--- src/rtl/fft8_pkg.sv ---
// Shared definitions for the 8-point radix-2 DIT FFT blocks.
package fft8_pkg;

   localparam int DATA_W = 16;
   localparam int FRAC_W = 9;

   // Stage-1 twiddle W0 = 1.0 + j0 in Q6.9
   localparam logic [DATA_W-1:0] W0_R = 16'h0200;
   localparam logic [DATA_W-1:0] W0_I = 16'h0000;

   typedef struct packed {
      logic [DATA_W-1:0] re;
      logic [DATA_W-1:0] im;
   } cplx_t;

   typedef enum logic {
      FILL  = 1'b0,
      ISSUE = 1'b1
   } loader_state_e;

   // 3-bit bit reversal; also used by the output-reorder stage
   function automatic logic [2:0] bitrev3(input logic [2:0] n);
      return {n[0], n[1], n[2]};
   endfunction

endpackage

--- src/rtl/fft8_bitrev_loader.sv ---
// FFT input stage: stores a natural-order frame of 8 samples at bit-reversed
// addresses, then issues the four stage-1 butterfly operand pairs.
module fft8_bitrev_loader #(
   parameter int DATA_W = fft8_pkg::DATA_W,
   parameter int FRAC_W = fft8_pkg::FRAC_W
) (
   input  logic              clk,
   input  logic              rst,
   input  logic              in_valid,
   output logic              in_ready,
   input  logic [DATA_W-1:0] in_r,
   input  logic [DATA_W-1:0] in_i,
   output logic [DATA_W-1:0] x1_r,
   output logic [DATA_W-1:0] x1_i,
   output logic [DATA_W-1:0] x2_r,
   output logic [DATA_W-1:0] x2_i,
   output logic [DATA_W-1:0] w_r,
   output logic [DATA_W-1:0] w_i,
   output logic              start,
   output logic              frame_last
);

   import fft8_pkg::*;

   loader_state_e     state_q, state_d;
   logic [2:0]        cnt_q, cnt_d;
   logic [1:0]        k_q, k_d;
   logic              start_q, start_d;
   logic              last_q, last_d;
   logic [DATA_W-1:0] x1_r_q, x1_r_d, x1_i_q, x1_i_d;
   logic [DATA_W-1:0] x2_r_q, x2_r_d, x2_i_q, x2_i_d;
   logic [DATA_W-1:0] mem_re_q [8];
   logic [DATA_W-1:0] mem_im_q [8];
   logic              accept;
   logic              issue;
   logic [2:0]        rd_lo, rd_hi;

   // State register
   always_ff @(posedge clk) begin
      // NOTE: sequential state uses non-blocking assignments so every flop samples pre-edge values.
      if (rst) state_q <= FILL;
      else     state_q <= state_d;
   end

   // Next-state: leave FILL on the 8th accepted sample, leave ISSUE after pair 3
   always_comb begin
      // NOTE: default first so no path leaves state_d unassigned (no latch).
      state_d = state_q;
      case (state_q)
         FILL:    if (accept && cnt_q == 3'd7) state_d = ISSUE;
         ISSUE:   if (k_q == 2'd3)             state_d = FILL;
         default: state_d = FILL;
      endcase
   end

   // State-decoded outputs and handshake
   always_comb begin
      in_ready = (state_q == FILL);
      issue    = (state_q == ISSUE);
      accept   = in_valid && in_ready;
   end

   // Sample counter, pair index and operand-register next values
   always_comb begin
      cnt_d   = cnt_q;
      k_d     = k_q;
      start_d = 1'b0;
      last_d  = 1'b0;
      x1_r_d  = x1_r_q;
      x1_i_d  = x1_i_q;
      x2_r_d  = x2_r_q;
      x2_i_d  = x2_i_q;
      rd_lo   = {k_q, 1'b0};
      rd_hi   = {k_q, 1'b1};
      // 3-bit counter wraps to 0 after sample 7
      if (accept) cnt_d = cnt_q + 3'd1;
      if (issue) begin
         // 2-bit index wraps to 0 after pair 3, ready for the next frame
         k_d     = k_q + 2'd1;
         start_d = 1'b1;
         last_d  = (k_q == 2'd3);
         x1_r_d  = mem_re_q[rd_lo];
         x1_i_d  = mem_im_q[rd_lo];
         x2_r_d  = mem_re_q[rd_hi];
         x2_i_d  = mem_im_q[rd_hi];
      end
   end

   // Counter, index and output registers
   always_ff @(posedge clk) begin
      if (rst) begin
         cnt_q   <= '0;
         k_q     <= '0;
         start_q <= 1'b0;
         last_q  <= 1'b0;
         x1_r_q  <= '0;
         x1_i_q  <= '0;
         x2_r_q  <= '0;
         x2_i_q  <= '0;
      end else begin
         cnt_q   <= cnt_d;
         k_q     <= k_d;
         start_q <= start_d;
         last_q  <= last_d;
         x1_r_q  <= x1_r_d;
         x1_i_q  <= x1_i_d;
         x2_r_q  <= x2_r_d;
         x2_i_q  <= x2_i_d;
      end
   end

   // Frame store: sample n lands at address bitrev3(n)
   always_ff @(posedge clk) begin
      // NOTE: no reset on the array; every entry is rewritten before it is read.
      if (accept) begin
         mem_re_q[bitrev3(cnt_q)] <= in_r;
         mem_im_q[bitrev3(cnt_q)] <= in_i;
      end
   end

   assign x1_r       = x1_r_q;
   assign x1_i       = x1_i_q;
   assign x2_r       = x2_r_q;
   assign x2_i       = x2_i_q;
   assign start      = start_q;
   assign frame_last = last_q;
   assign w_r        = DATA_W'(1) << FRAC_W;
   assign w_i        = '0;

endmodule

--- config.mk ---
export PLATFORM = sky130hd
export DESIGN_NAME = fft8_bitrev_loader
export DESIGN_NICKNAME = d
export VERILOG_FILES = /design/src/rtl/fft8_pkg.sv /design/src/rtl/fft8_bitrev_loader.sv
export SDC_FILE = /design/constraint.sdc
export NUM_CORES = 1
export LEC_CHECK = 0
export CAP_MARGIN = 10
export CORE_UTILIZATION = 50
export DETAILED_ROUTE_END_ITERATION = 10
export PLACE_DENSITY = 0.8
export SYNTH_ARGS = -nofsm -noshare
export SYNTH_HDL_FRONTEND = slang
export SYNTH_SLANG_ARGS = --single-unit
--- constraint.sdc ---
create_clock -name clk -period 4.6 [get_ports clk]
set_clock_uncertainty 0.05 [all_clocks]
set_input_delay 0.46 -clock clk [delete_from_list [all_inputs] [get_ports clk]]
set_output_delay 0.46 -clock clk [all_outputs]
set_load 0.02 [all_outputs]
==> summary.txt, run 1 <==
CTS
  – CTS resizes: 0
  – CTS Buf Count: 31
  – Post-CTS setup buffer count: 0
  – Number of H-tree branching levels: 1
  – CTS hold repair buffers: 0
  – TritonCTS sink count: 328
  – Reg clk slew, reported paths: 70 ps
  – Clk root buf: clkbuf_16
  – CTS max path bufs: 3
  – Worst skew pair latency: 550 ps
  – CTS tree: yes

Die
  – Top-level port count: about 130
  – Row Count: 56
  – Core ar.: between 20000 and 25000 um2
  – Die ar.: around 25000 um2
  – Die height: between 150 and 200 um
  – Initial Utilization: between 50% and 60%
  – Die W: ~160 um

STA
  – Slack of the critical path: between 1500 and 2000 ps
  – RSZ-0062 raised after global routing: no
  – Setup violations, final: 0
  – Final Max Slew Viols: 0
  – Final worst-path cycle share: 61.0%
  – Post-layout min period: about 2800 ps
  – Worst Tran Pin Value: 1100 ps
  – Fin Setup TNS: 0 ps
  – Achievable Freq: 356 MHz
  – Relative slew slack: approximately 27%
  – Final Hold Viols: 0

Final layout
  – Final net count: approximately 780
  – Area growth syn-to-layout: 19.4%
  – Ant. Diodes: 0
  – Layout cells sized above 1: between 10% and 20%

Min path
  – Hold path startpoint: rst
  – WHS Path Cells: 2
  – Worst hold path type: input port to flop
  – Hold Path Sink: x2_r[2]

Detailed routing
  – Avg WL per Cell: roughly 21 um
  – Detailed-route DRC error count: 0
  – DR pass1 iterations: 5
  – Vias per cell: approximately 5.4
  – Final wirelength: between 20000 and 25000 um
  – Initial DRC Count: 357
  – Vias: roughly 6000
  – Remaining antenna violation count: 0

Placement
  – Worst slack at placement: between 1500 and 2000 ps
  – Placer Congestion: around 0.73
  – DP HPWL: between 10000 and 15000 um
  – Port buffer count: just over 100

Logic synthesis
  – Sequential share of the synthesized area: around 75%
  – Register bit count reported by yosys: between 300 and 400
  – Syn Area/Cell: about 19 um2
  – Yosys warns: 0
  – Cell area after synthesis: roughly 12000 um2
  – Syn Inst Count: ~620
  – Distinct cells, synth: 19

Global route
  – Antenna violations before repair: 2
  – First-pass GRT wire length: ~35000 um
  – GRT Total Usage: between 10% and 20%
  – Vias in the first global route: between 6000 and 7000
  – Grt total ovfl: 0
  – Largest net degree at the start of global routing: 67

Setup path
  – CP arrival: between 2000 and 2500 ps
  – R2R depth: 3
  – R2R Path Start: issue
  – Setup crit start kind: flop
  – CP Capture Type: output port
  – Critical Path RT: between 4000 and 5000 ps
  – Critical Path Fanout Max: 43
  – R2r setup slk: between 2000 and 2500 ps
  – CP Class: flop to output port
  – Worst flop-to-flop path endpoint: mem_im_q[3][11]

Pwr
  – Leak: about 4.6 nW
  – Pwr dens: around 430 nW/um2
  – Max VDD drop: roughly 0.35 mV

Flow run
  – Maxcap violations: 0

Status
  – Outcome: finished clean
logic make-up (layout without fill, tap and decap cells):
family	after synthesis	count (layout)	synth area share, %
AO/OA/AOI/OAI	2	2	0.134
adder cells (fa/ha/maj)	7	7	0.722
other	2	32	0.0619
XOR/XNOR	2	2	0.144
buffers and inverters	67	173	3.59
flip-flops	328	328	75.3
AND/OR/NAND/NOR	85	85	2.74
multiplexers	130	130	17.3
layout make-up:
type / count / area, um2
sequential: 328 / 9140
fill: 1635 / 9130
multi-input combinational: 258 / 2720
timing repair buffer: 111 / 1080
clock buffer: 32 / 779
tap: 319 / 399
clock inverter: 26 / 355
inverter: 4 / 15.0
metrics by stage:
step | std cells | power [mW] | util [%] | cell area, um2 | hold slack, ps
3_5_place_dp | 1020 | 3.57 | 56.5 | 13400 | 430
3_3_place_gp | 1020 | 3.55 | 56.5 | 13400 | 425
4_1_cts | 1078 | 6.33 | 61.4 | 14500 | 375
2_1_floorplan | 653 | 3.48 | - | 12200 | 464
6_report | 1078 | 6.29 | 61.4 | 14500 | 391
5_1_grt | 1078 | 6.47 | 61.4 | 14500 | 411
how the worst max path moves through the flow:
stage                   from        endpoint  slack (ps)  cells after the start
finish                 issue        in_ready        1790                      2
global route           issue        in_ready        1720                      2
CTS                    issue        in_ready        1770                      2
detailed placement  in_valid  mem_im_q[6][1]        1820                      3
global placement    in_valid  mem_re_q[6][8]        1940                      3
floorplan              issue  mem_im_q[0][0]        1210                      3
placed cells by master (no fill, tap or decap), drive strengths merged:
cell,netlist,final
mux4,64,64
mux2i,66,66
nor3,3,3
and2,3,3
buf,53,11
dfxtp,72,72
inv,4,7
clkinvlp,0,4
conb,2,32
a2bb2oi,1,1
clkbuf,10,32
ha,7,7
nand2,4,4
nor2,74,74
edfxtp,256,256
bufinv,0,8
xnor2,2,2
nor2b,1,1
clkdlybuf4s50,0,100
clkinv,0,11
a211oi,1,1
flip-flops by register name, indices dropped and copies added, names as in the netlist:
signal and cells:
k_q 2, frame_last 1, x2_r 16, x1_r 16, mem_re_q 128, mem_im_q 128, start 1, cnt_q 3
x1_i 16, x2_i 16, issue 1
layer usage:
layer / vias to the layer above / share of wire [%] / global-route usage (%) / wire [um]
li1: 2571 / - / - / -
met1: 2965 / 41 / 25.7 / 9310
met2: 243 / 50 / 31.3 / 11300
met3: 49 / 7.0 / 3.50 / 1600
met4: 2 / 2.6 / 6.52 / 589
met5: - / 0.057 / 0 / 13
report_power, final:
part	internal [mW]	total [mW]	switching [mW]
Sequential	3.27	3.29	0.0210
Combinational	0.0775	0.220	0.142
Clock	1.69	2.78	1.09
Total	5.03	6.29	1.25
synth_stat cells:
| cell | number | area, um2 |
|---|---|---|
| and2_1 | 3 | 18.8 |
| ha_1 | 7 | 87.6 |
| nor3_1 | 3 | 15.0 |
| buf_4 | 32 | 240 |
| inv_1 | 4 | 15.0 |
| dfxtp_1 | 72 | 1440 |
| nor2_1 | 74 | 278 |
| clkbuf_1 | 10 | 37.5 |
| nand2_1 | 4 | 15.0 |
| nor2b_1 | 1 | 6.26 |
| edfxtp_1 | 256 | 7690 |
| buf_2 | 15 | 75.1 |
| a2bb2oi_1 | 1 | 8.76 |
| mux4_2 | 64 | 1440 |
| xnor2_1 | 2 | 17.5 |
| conb_1 | 2 | 7.51 |
| mux2i_1 | 66 | 661 |
| a211oi_1 | 1 | 7.51 |
| buf_6 | 6 | 67.6 |
critical path, stage by stage (launching register included):
cell and delay (ps):
dfxtp_4 880, inv_1 240, clkdlybuf4s50_1 620
Power figures use the tool's default switching activity.
==> run 2: changes to the inputs <==
PLACE_DENSITY = 0.83   (was 0.8)
clock period = 2.3 ns   (was 4.6 ns; I/O delays follow)
==> run 2 against run 1 <==
Count of clock-buffer cells in the layout rose by 21. Non-clock buffer count rose by 15. Global-route usage rose by 0.15 points. Die area did not move. Wire length barely moved. Clock power is 70% higher. Final cell count increased by 1.5%. Critical path type unchanged. Cell area rose by 0.34%.
==> summary.txt, run 2 (synthesis gave the netlist of run 1 again) <==
Status
  – Outcome: finished clean

STA
  – Setup violations, final: 0
  – Final Hold Viols: 0
  – Slack of the critical path: about 260 ps
  – Achievable Freq: around 490 MHz
  – RSZ-0062 raised after global routing: no
  – Final worst-path cycle share: roughly nine tenths
  – Final Max Slew Viols: 0
  – Post-layout min period: between 2000 and 2500 ps
  – Worst Tran Pin Value: 636 ps
  – Relative slew slack: ~58%

Final layout
  – Most frequent cells in the layout: edfxtp_1, clkdlybuf4s50_1, nor2_1
  – Top Registers: mem_im_q (128), mem_re_q (128)
  – Most common cell after layout, fill and taps aside: edfxtp_1
  – Finished Layout Cells: between 1000 and 1500
  – # fillers: roughly 1600
  – Layout cells sized above 1: ~18%
  – Final net count: ~800
  – Area growth syn-to-layout: 19.8%

Pwr
  – Max VDD drop: 0.653 mV
  – Pwr Total: about 12 mW
  – Leak: roughly 4.6 nW
  – Pwr dens: 809 nW/um2

CTS
  – Number of H-tree branching levels: 1
  – CTS hold repair buffers: 0
  – CTS Buf Count: 31
  – Clk root buf: clkbuf_16
  – Reg clk slew, reported paths: 60 ps
  – CTS resizes: 0
  – TritonCTS sink count: approximately 330
  – CTS max path bufs: 3
  – CTS tree: yes
  – Worst skew pair latency: around 550 ps
  – Post-CTS setup buffer count: 0

Global route
  – Grt total ovfl: 0
  – Vias in the first global route: between 6000 and 7000
  – Antenna violations before repair: 1
  – First-pass GRT wire length: ~35000 um
  – GRT Total Usage: 19.2%
  – Largest net degree at the start of global routing: 39

Placement
  – Worst slack at placement: roughly 430 ps
  – Port buffer count: 101
  – Placer Congestion: 0.729
  – Placed cell count: approximately 1000
  – DP HPWL: ~14000 um

Detailed routing
  – Detailed-route DRC error count: 0
  – Initial DRC Count: 444
  – Remaining antenna violation count: 0
  – DR pass1 iterations: 5
  – Final wirelength: ~23000 um
  – Vias: between 5000 and 6000
  – Avg WL per Cell: between 20 and 25 um
  – Vias per cell: roughly 5.4

Die
  – Die ar.: about 25000 um2
  – Initial Utilization: roughly half
  – Row Count: 56
  – Core ar.: 23600 um2
  – Die W: 158 um
  – Die height: ~160 um
  – Top-level port count: 134

Setup path
  – Critical Path Fanout Max: 7
  – CP Class: flop to output port
  – CP arrival: 1760 ps
  – CP Capture Type: output port
  – Critical Path RT: roughly 2000 ps
  – Setup crit start kind: flop

Min path
  – Worst hold path type: input port to flop

Flow run
  – Maxcap violations: 0
## run 2: worst max-delay path, stage by stage (launching register included)
cell             delay (ps)
dfxtp_4                 380
inv_1                   180
clkdlybuf4s50_1         640
## run 2: area by class of cell
class                   count  area (um2)  area share, %
flip-flops and latches    328        9140           62.9
multi-input cells         258        2740           18.8
repair buffers            126        1290           8.90
clock buffers              53         918           6.32
well taps                 319         399           2.75
clock inverters             5        31.3          0.215
inverters                   4        15.0          0.103
diodes                      1        2.50         0.0172
## run 2: final timing paths
kind / depth (start not counted) / from / slack (ps) / to
hold reg to reg: 2 / x1_r[5] / 440 / x1_r[5]
hold / removal: 2 / rst / 130 / x2_i[5]
setup / recovery: 2 / issue / 260 / in_ready
setup reg to reg: 4 / k_q[0] / 440 / x2_i[4]
## run 2: per-layer routing
| layer | global-route usage, % | up-vias | routed length (um) |
|---|---|---|---|
| li1 | - | 2595 | - |
| met2 | 31.8 | 240 | 11300 |
| met1 | 26.1 | 2992 | 9600 |
| met4 | 5.41 | 0 | 566 |
| met5 | 0 | - | 0 |
| met3 | 3.50 | 46 | 1450 |
## run 2: through the flow
step | utilization [%] | TNS, ps | hold WS, ps | instance area, um2
finish | 61.6 | 0 | 125 | 14500
global route | 61.5 | 0 | 145 | 14500
CTS | 61.5 | 0 | 114 | 14500
detailed placement | 57.5 | 0 | 432 | 13600
global placement | 57.5 | 0 | 424 | 13600
floorplan | - | -59600 | 279 | 12300
## run 2: where the power goes
part / leakage [nW] / internal [mW] / switching (mW)
Clock: 0.463 / 2.70 / 2.03
Combinational: 1.25 / 0.168 / 0.282
Sequential: 2.91 / 6.53 / 0.0426
